### src/rtl/plot_sink_pkg.sv
// -----------------------------------------------------------------------------
// plot_sink_pkg
// Shared display package used by the sprite drawers and the plot sink.
// Holds the screen geometry, the colour and framebuffer address widths, the
// FIFO entry layout and a helper that turns (x, y) into a linear address.
// No ports: constants, types and functions only.
// -----------------------------------------------------------------------------
package plot_sink_pkg;

  localparam int X_SCREEN_PIXELS = 160;
  localparam int Y_SCREEN_PIXELS = 120;

  localparam int COLOUR_W = 9;
  localparam int ADDR_W   = 15;
  localparam int X_W      = 8;
  localparam int Y_W      = 7;
  localparam int CNT_W    = 16;

  typedef logic [ADDR_W-1:0]   addr_t;
  typedef logic [COLOUR_W-1:0] colour_t;

  typedef struct packed {
    addr_t   addr;
    colour_t colour;
  } plot_entry_t;

  localparam int ENTRY_W = $bits(plot_entry_t);

  // The multiply is carried out at the full address width, so the largest
  // on-screen address (119*160+159 = 19199) fits without truncation.
  function automatic addr_t pixel_addr(input logic [X_W-1:0] x,
                                       input logic [Y_W-1:0] y,
                                       input int             x_pixels);
    return ADDR_W'(y) * ADDR_W'(x_pixels) + ADDR_W'(x);
  endfunction

endpackage

### src/rtl/plot_sink_if.sv
// -----------------------------------------------------------------------------
// plot_sink_if
// Bundles the pixel-beat handshake, the flush handshake, the framebuffer
// write port and the statistics counters of plot_sink.
//   master : the pixel producer / framebuffer side (drives iX, iY, iColour,
//            iPlot, iFlush, iMemGnt; observes everything else)
//   slave  : plot_sink itself
// -----------------------------------------------------------------------------
interface plot_sink_if;
  import plot_sink_pkg::*;

  logic [X_W-1:0]      iX;
  logic [Y_W-1:0]      iY;
  logic [COLOUR_W-1:0] iColour;
  logic                iPlot;
  logic                oReady;
  logic                iFlush;
  logic                oFlushed;
  logic [ADDR_W-1:0]   oMemAddr;
  logic [COLOUR_W-1:0] oMemData;
  logic                oMemWe;
  logic                iMemGnt;
  logic [CNT_W-1:0]    oWrCnt;
  logic [CNT_W-1:0]    oDropCnt;

  modport master (
    output iX, iY, iColour, iPlot, iFlush, iMemGnt,
    input  oReady, oFlushed, oMemAddr, oMemData, oMemWe, oWrCnt, oDropCnt
  );

  modport slave (
    input  iX, iY, iColour, iPlot, iFlush, iMemGnt,
    output oReady, oFlushed, oMemAddr, oMemData, oMemWe, oWrCnt, oDropCnt
  );

endinterface

### src/rtl/plot_fifo.sv
// -----------------------------------------------------------------------------
// plot_fifo
// Small synchronous FIFO holding pending framebuffer writes.
//   clk, rst   : clock and synchronous active-high reset (empties the FIFO)
//   push       : enqueue push_data (ignored when full)
//   pop        : dequeue the head (ignored when empty)
//   head       : current head entry, valid while !empty
//   count      : number of stored entries
//   full/empty : status flags derived from count
// A push while full is dropped rather than passed through, so the producer
// must see a pop complete before it can refill the last slot.
// -----------------------------------------------------------------------------
module plot_fifo #(
  parameter  int DEPTH = 4,
  parameter  int WIDTH = 24,
  localparam int CNT_W = $clog2(DEPTH + 1),
  localparam int PTR_W = (DEPTH > 1) ? $clog2(DEPTH) : 1
) (
  input  logic             clk,
  input  logic             rst,
  input  logic             push,
  input  logic [WIDTH-1:0] push_data,
  input  logic             pop,
  output logic [WIDTH-1:0] head,
  output logic [CNT_W-1:0] count,
  output logic             full,
  output logic             empty
);

  logic [WIDTH-1:0] mem_q [DEPTH];
  logic [WIDTH-1:0] mem_d [DEPTH];
  logic [PTR_W-1:0] wr_ptr_q, wr_ptr_d;
  logic [PTR_W-1:0] rd_ptr_q, rd_ptr_d;
  logic [CNT_W-1:0] count_q, count_d;
  logic             do_push;
  logic             do_pop;

  // Pointers wrap explicitly so non-power-of-two depths also work.
  function automatic logic [PTR_W-1:0] next_ptr(input logic [PTR_W-1:0] p);
    return (p == PTR_W'(DEPTH - 1)) ? '0 : p + PTR_W'(1);
  endfunction

  assign full    = (count_q == CNT_W'(DEPTH));
  assign empty   = (count_q == '0);
  assign count   = count_q;
  assign head    = mem_q[rd_ptr_q];
  assign do_push = push && !full;
  assign do_pop  = pop && !empty;

  always_comb begin
    mem_d    = mem_q;
    wr_ptr_d = wr_ptr_q;
    rd_ptr_d = rd_ptr_q;
    count_d  = count_q;

    if (do_push) begin
      mem_d[wr_ptr_q] = push_data;
      wr_ptr_d        = next_ptr(wr_ptr_q);
    end

    if (do_pop) begin
      rd_ptr_d = next_ptr(rd_ptr_q);
    end

    // A simultaneous push and pop leaves the occupancy unchanged.
    unique case ({do_push, do_pop})
      2'b10:   count_d = count_q + CNT_W'(1);
      2'b01:   count_d = count_q - CNT_W'(1);
      default: count_d = count_q;
    endcase
  end

  always_ff @(posedge clk) begin
    if (rst) begin
      mem_q    <= '{default: '0};
      wr_ptr_q <= '0;
      rd_ptr_q <= '0;
      count_q  <= '0;
    end else begin
      mem_q    <= mem_d;
      wr_ptr_q <= wr_ptr_d;
      rd_ptr_q <= rd_ptr_d;
      count_q  <= count_d;
    end
  end

endmodule

### src/rtl/plot_sink.sv
// -----------------------------------------------------------------------------
// plot_sink
// Accepts pixel beats (x, y, colour), filters off-screen and transparent
// pixels, buffers the rest as {address, colour} and issues them as
// framebuffer writes under a write/grant handshake. A flush request drains
// every pending write and reports completion with a one-cycle pulse.
//   iClock : single clock, all state changes on its rising edge
//   iReset : synchronous active-high reset, overrides every other input
//   bus    : plot_sink_if.slave carrying the beat handshake (iX, iY, iColour,
//            iPlot, oReady), the flush handshake (iFlush, oFlushed), the
//            framebuffer port (oMemAddr, oMemData, oMemWe, iMemGnt) and the
//            write / drop counters (oWrCnt, oDropCnt)
// -----------------------------------------------------------------------------
module plot_sink #(
  parameter int X_SCREEN_PIXELS = plot_sink_pkg::X_SCREEN_PIXELS,
  parameter int Y_SCREEN_PIXELS = plot_sink_pkg::Y_SCREEN_PIXELS,
  parameter int FIFO_DEPTH      = 4,
  parameter bit TRANSPARENT_EN  = 1'b1
) (
  input  logic        iClock,
  input  logic        iReset,
  plot_sink_if.slave  bus
);

  import plot_sink_pkg::*;

  localparam int FIFO_CNT_W = $clog2(FIFO_DEPTH + 1);

  // IDLE : FIFO empty, accepting beats
  // BUSY : writes pending, accepting beats
  // DRAIN: flushing, no new beats accepted
  // DONE : flush complete, one-cycle oFlushed pulse
  typedef enum logic [1:0] {
    IDLE  = 2'd0,
    BUSY  = 2'd1,
    DRAIN = 2'd2,
    DONE  = 2'd3
  } state_e;

  state_e                state_q, state_d;
  logic [CNT_W-1:0]      wr_cnt_q, wr_cnt_d;
  logic [CNT_W-1:0]      drop_cnt_q, drop_cnt_d;

  logic                  ready;
  logic                  accept;
  logic                  in_range;
  logic                  transparent;
  logic                  do_push;
  logic                  do_drop;
  logic                  do_pop;
  logic                  last_pop;
  plot_entry_t           push_entry;
  plot_entry_t           head;
  logic [ENTRY_W-1:0]    head_bits;
  logic [FIFO_CNT_W-1:0] fifo_count;
  logic                  fifo_full;
  logic                  fifo_empty;

  // Beat classification: a beat is accepted whenever it is offered while
  // ready, and then either queued or counted as dropped.
  always_comb begin
    ready       = ((state_q == IDLE) || (state_q == BUSY)) && !fifo_full;
    accept      = bus.iPlot && ready;
    in_range    = (int'(bus.iX) < X_SCREEN_PIXELS) &&
                  (int'(bus.iY) < Y_SCREEN_PIXELS);
    transparent = TRANSPARENT_EN && (bus.iColour == '0);
    do_push     = accept && in_range && !transparent;
    do_drop     = accept && !do_push;
    do_pop      = !fifo_empty && bus.iMemGnt;
    last_pop    = do_pop && !do_push && (fifo_count == FIFO_CNT_W'(1));
    push_entry  = '{addr:   pixel_addr(bus.iX, bus.iY, X_SCREEN_PIXELS),
                    colour: bus.iColour};
  end

  plot_fifo #(
    .DEPTH (FIFO_DEPTH),
    .WIDTH (ENTRY_W)
  ) u_fifo (
    .clk       (iClock),
    .rst       (iReset),
    .push      (do_push),
    .push_data (push_entry),
    .pop       (do_pop),
    .head      (head_bits),
    .count     (fifo_count),
    .full      (fifo_full),
    .empty     (fifo_empty)
  );

  assign head = plot_entry_t'(head_bits);

  // Next-state logic. A flush raised together with a beat still takes the
  // beat, because the push happens in the same cycle as the transition into
  // DRAIN. A flush of an already-empty FIFO spends one cycle in DRAIN.
  always_comb begin
    state_d = state_q;
    unique case (state_q)
      IDLE: begin
        if (bus.iFlush)   state_d = DRAIN;
        else if (do_push) state_d = BUSY;
      end
      BUSY: begin
        if (bus.iFlush)    state_d = DRAIN;
        else if (last_pop) state_d = IDLE;
      end
      DRAIN: begin
        if (fifo_empty || last_pop) state_d = DONE;
      end
      DONE: begin
        state_d = IDLE;
      end
      default: state_d = IDLE;
    endcase
  end

  // Counters wrap naturally at 16 bits.
  always_comb begin
    wr_cnt_d   = wr_cnt_q + CNT_W'(do_pop);
    drop_cnt_d = drop_cnt_q + CNT_W'(do_drop);
  end

  always_ff @(posedge iClock) begin
    if (iReset) begin
      state_q    <= IDLE;
      wr_cnt_q   <= '0;
      drop_cnt_q <= '0;
    end else begin
      state_q    <= state_d;
      wr_cnt_q   <= wr_cnt_d;
      drop_cnt_q <= drop_cnt_d;
    end
  end

  // Address and data are forced to zero while nothing is pending so the
  // framebuffer port is quiet after reset.
  assign bus.oReady   = ready;
  assign bus.oFlushed = (state_q == DONE);
  assign bus.oMemWe   = !fifo_empty;
  assign bus.oMemAddr = fifo_empty ? '0 : head.addr;
  assign bus.oMemData = fifo_empty ? '0 : head.colour;
  assign bus.oWrCnt   = wr_cnt_q;
  assign bus.oDropCnt = drop_cnt_q;

endmodule

### src/flat_wrapper.sv
// flat-port wrapper written by rule: the top's interface ports become plain ports
module plot_sink_flat import plot_sink_pkg::*;
#(
  parameter int X_SCREEN_PIXELS = plot_sink_pkg::X_SCREEN_PIXELS,
  parameter int Y_SCREEN_PIXELS = plot_sink_pkg::Y_SCREEN_PIXELS,
  parameter int FIFO_DEPTH      = 4,
  parameter bit TRANSPARENT_EN  = 1'b1
)
  (iClock, iReset, bus_iX, bus_iY, bus_iColour, bus_iPlot, bus_iFlush, bus_iMemGnt, bus_oReady, bus_oFlushed, bus_oMemAddr, bus_oMemData, bus_oMemWe, bus_oWrCnt, bus_oDropCnt);
  plot_sink_if bus_i ();
  input  logic iClock;
  input  logic iReset;
  input wire logic [$bits(bus_i.iX)-1:0] bus_iX;
  input wire logic [$bits(bus_i.iY)-1:0] bus_iY;
  input wire logic [$bits(bus_i.iColour)-1:0] bus_iColour;
  input wire logic [$bits(bus_i.iPlot)-1:0] bus_iPlot;
  input wire logic [$bits(bus_i.iFlush)-1:0] bus_iFlush;
  input wire logic [$bits(bus_i.iMemGnt)-1:0] bus_iMemGnt;
  output wire logic [$bits(bus_i.oReady)-1:0] bus_oReady;
  output wire logic [$bits(bus_i.oFlushed)-1:0] bus_oFlushed;
  output wire logic [$bits(bus_i.oMemAddr)-1:0] bus_oMemAddr;
  output wire logic [$bits(bus_i.oMemData)-1:0] bus_oMemData;
  output wire logic [$bits(bus_i.oMemWe)-1:0] bus_oMemWe;
  output wire logic [$bits(bus_i.oWrCnt)-1:0] bus_oWrCnt;
  output wire logic [$bits(bus_i.oDropCnt)-1:0] bus_oDropCnt;
  assign bus_i.iX = bus_iX;
  assign bus_i.iY = bus_iY;
  assign bus_i.iColour = bus_iColour;
  assign bus_i.iPlot = bus_iPlot;
  assign bus_i.iFlush = bus_iFlush;
  assign bus_i.iMemGnt = bus_iMemGnt;
  assign bus_oReady = bus_i.oReady;
  assign bus_oFlushed = bus_i.oFlushed;
  assign bus_oMemAddr = bus_i.oMemAddr;
  assign bus_oMemData = bus_i.oMemData;
  assign bus_oMemWe = bus_i.oMemWe;
  assign bus_oWrCnt = bus_i.oWrCnt;
  assign bus_oDropCnt = bus_i.oDropCnt;
  plot_sink #(.X_SCREEN_PIXELS(X_SCREEN_PIXELS), .Y_SCREEN_PIXELS(Y_SCREEN_PIXELS), .FIFO_DEPTH(FIFO_DEPTH), .TRANSPARENT_EN(TRANSPARENT_EN)) u_core (.iClock(iClock), .iReset(iReset), .bus(bus_i));
endmodule
### config.mk
export PLATFORM = sky130hd
export DESIGN_NAME = plot_sink_flat
export DESIGN_NICKNAME = d
export VERILOG_FILES = /design/src/rtl/plot_sink_pkg.sv /design/src/rtl/plot_sink_if.sv /design/src/rtl/plot_fifo.sv /design/src/rtl/plot_sink.sv /design/src/flat_wrapper.sv
export SDC_FILE = /design/constraint.sdc
export NUM_CORES = 1
export LEC_CHECK = 0
export CORE_MARGIN = 1
export CORE_UTILIZATION = 40
export CTS_CLUSTER_DIAMETER = 60
export DETAILED_ROUTE_END_ITERATION = 10
export PLACE_DENSITY = 0.67
export SYNTH_ARGS = -nofsm -noshare
export SYNTH_HDL_FRONTEND = slang
export SYNTH_SLANG_ARGS = --single-unit
### constraint.sdc
create_clock -name iClock -period 3.35 [get_ports iClock]
set_input_delay 1.005 -clock iClock [delete_from_list [all_inputs] [get_ports iClock]]
set_output_delay 1.005 -clock iClock [all_outputs]
set_load 0.1 [all_outputs]
==> qor.txt <==
Status - finished clean
Initial antenna violation count - 0
Max Root-Sink Buffers - 2
Seq cells post-synth - 137
Post-synthesis xor/xnor area fraction - 4.02%
Max H-tree Level - 4
FMAX - 311 MHz
Post-synthesis instance area - 6670 um2
Power Density - 586 nW/um2
Synth async-reset ratio - 0%
Final setup violation count - 0
Synth top cells by count - dfxtp_1 (137), nor2_1 (122), mux2i_1 (71), ha_1 (27), and2_1 (26)
Die width - 131 um
Crit path top cell by count - ha_1
Die Y - 131 um
Iteration-0 DRC Markers - 245
Largest net degree at the start of global routing - 64
Number of clock sinks - 137
Die Area - 17200 um2
Drt wl/cell - 15.9 um
Final hold vios - 0
Crit share post-route - 95.9%
DRC viols - 0
First-pass GRT wire length - 26200 um
Top-count cell post-synth - dfxtp_1
Mux share of post-synthesis cell area - 18.8%
Nets - 836
Hold Path Depth - 2
GRT Overall Usage - 18.8%
Number of distinct library cells after synthesis - 49
CTS tree - yes
Data arrival, critical path - 3.52 ns
Post-Route WL - 16000 um
Filler instances - 1323
Total grt overflow - 0
ANT nets after route - 0
Clk Latency, worst-skew pair - 0.41 ns
Post-route cell area - 9050 um2
I/O Buffers - 87
Req. time, crit path - 3.66 ns
Max-Cap Viols - 0
Placed Area - 8350 um2
Worst Tran Pin Value - 0.569 ns
Clk slew on worst S/H paths - 0.06 ns
Post-synth EDFFs - 0
Core area - 16100 um2
Synth top area share - 41.1%
DPL Wire Length - 10900 um
Max-slew violation total from the final report - 0
# diodes - 0
Yosys warns - 0
Compound-Gate Fraction of Synth Area - 9.34%
FP Rows - 46
Io pins - 88
Root buf cell - clkbuf_16
Leak - 0.00342 uW
Post-Synthesis Cells - 645
Synth Net Count - 703
Starting Density - 41.5%
Period minus WS final - 3.21 ns
Vias in the first global route - 5277
Largest family of logic cells by synthesized area - multiplexers
Post-synthesis sequential area ratio - 41.1%
Worst Hold Class - register to register
Slowest stage delay, CP - 0.48 ns
Max Clock Skew - 0.00728 ns
Top_reg_cell synth - dfxtp_1
CP Max Fanout - 4
Final TNS setup - 0 ns
Average size of a mapped cell - 10.3 um2
Final core occ - 56.4%
Kind of critical path - primary input to register
CP max-delay cell - clkdlybuf4s50_1
Max VDD drop - 399 uV
FF-to-FF path depth - 11
Worst slew margin - 62.1%
Vias/cell - 5.24
Cell type with the largest total area after synthesis - dfxtp_1
Largest cells by area after synthesis - dfxtp_1 (41%), mux2i_1 (11%), mux4_2 (8.1%), nor2_1 (6.9%), ha_1 (5.1%)
Worst path cell trace - clkdlybuf4s50_1 > ha_1 > ha_1 > buf_4 > or2_2 > a21oi_1 > nor2_1 > a211o_1 > a311oi_2
Synth Area in Simple Gates - 16.9%
Hold Worst Slack - 0.483 ns
CTS buffer count - 17
GP Congestion - 0.807
Ratio of cells with drive above 1 in the final layout - 29.0%
CP Capture Type - register
Post-Synth Adder-Cell Area - 5.67%
Routed via count - 5277
Pre-antenna DRT Iters - 4
Startpoint types - primary input
P&R area growth vs syn - 35.7%
[power by group]
part	internal (uW)	switching, uW
clock	1210	766
combinational	610	932
sequential	1700	79.7
[logic make-up (layout without fill, tap and decap cells)]
logic type,Yosys count,after routing
AND/OR/NAND/NOR,228,228
flip-flops,137,137
multiplexers,95,95
AO/OA/AOI/OAI,78,78
buffers and inverters,49,195
adder cells (fa/ha/maj),29,29
XOR/XNOR,29,29
[layer usage]
metal,vias up,wire (um),global-route usage (%)
met5,-,0,0
met4,0,242,6.21
met3,14,633,4.05
met2,138,7970,32.1
met1,2577,7130,23.6
li1,2548,-,-
[final cells by class]
class	count	area, um2	share of cell area [%]
multi-input cells	459	3780	41.7
flip-flops and latches	137	2740	30.3
repair buffers	150	1580	17.5
clock buffers	18	439	4.85
well taps	216	270	2.99
clock inverters	14	188	2.07
inverters	13	48.8	0.539
[stage by stage]
stage | std cells | worst slack [ns] | power [uW]
global route | 1007 | -0.0560 | 5520
CTS | 1006 | 0.0171 | 5340
finish | 1007 | 0.139 | 5300
detailed placement | 974 | -0.580 | 3360
floorplan | 645 | -0.171 | 2800
global placement | 974 | -0.486 | 3320
[cell usage in the layout, fill, tap and decap left out, types with 3 or more instances in the layout]
cell,synthesis,routed
clkbuf_16,0,17
ha_4,0,3
or3_1,12,11
nand3_1,12,12
and2_1,26,25
inv_6,0,3
o21ai_0,15,15
dfxtp_1,137,136
clkdlybuf4s50_1,0,17
nor3b_4,0,4
inv_1,13,13
ha_1,27,23
a311oi_2,2,3
a211oi_2,20,21
nor2b_1,6,6
nand2_1,11,11
a211oi_1,4,3
nand2b_1,7,7
nor2_1,122,122
xnor2_1,15,15
nand4_1,8,8
mux2i_1,71,71
mux4_2,24,24
clkinvlp_4,0,3
a21oi_1,21,20
xor2_1,13,13
buf_12,0,30
buf_4,1,93
clkinv_4,0,3
nor3_1,7,5
dlymetal6s2s_1,0,8
bufinv_16,0,3
o21bai_1,3,3
[worst paths after layout]
check	startpoint	end	slack, ns
worst max register to register	u_core.u_fifo.count[0]	u_core.bus.oWrCnt[13]	0.71
worst min register to register	u_core.u_fifo.mem_q[43]	u_core.u_fifo.mem_q[43]	0.48
worst min-delay path	u_core.u_fifo.mem_q[43]	u_core.u_fifo.mem_q[43]	0.48
worst max-delay path	bus_iY[5]	u_core.u_fifo.mem_q[93]	0.14
[timing repair]
item | 4_1_cts | 5_1_grt
gates resized for setup | 9 | 15
endpoints found under the setup margin | 16 | 19
setup buffers | 0 | 1
hold buffers | 0 | 0
pin swaps | 4 | 17
[sequential cells by signal, indices dropped and copies added (netlist names)]
register / count
u_core.u_fifo.rd_ptr_q: 2
u_core.u_fifo.wr_ptr_q: 2
u_core.state_q: 2
u_core.bus.oDropCnt: 16
u_core.u_fifo.count: 3
u_core.bus.oWrCnt: 16
u_core.u_fifo.mem_q: 96
[worst max-delay path: cells and delay by family]
family | cells | cell delay, ns
AND/OR/NAND/NOR | 2 | 0.41
adder cells (fa/ha/maj) | 2 | 0.56
buffers and inverters | 2 | 0.65
AO/OA/AOI/OAI | 3 | 0.89
(Power assumes the default switching activity.)
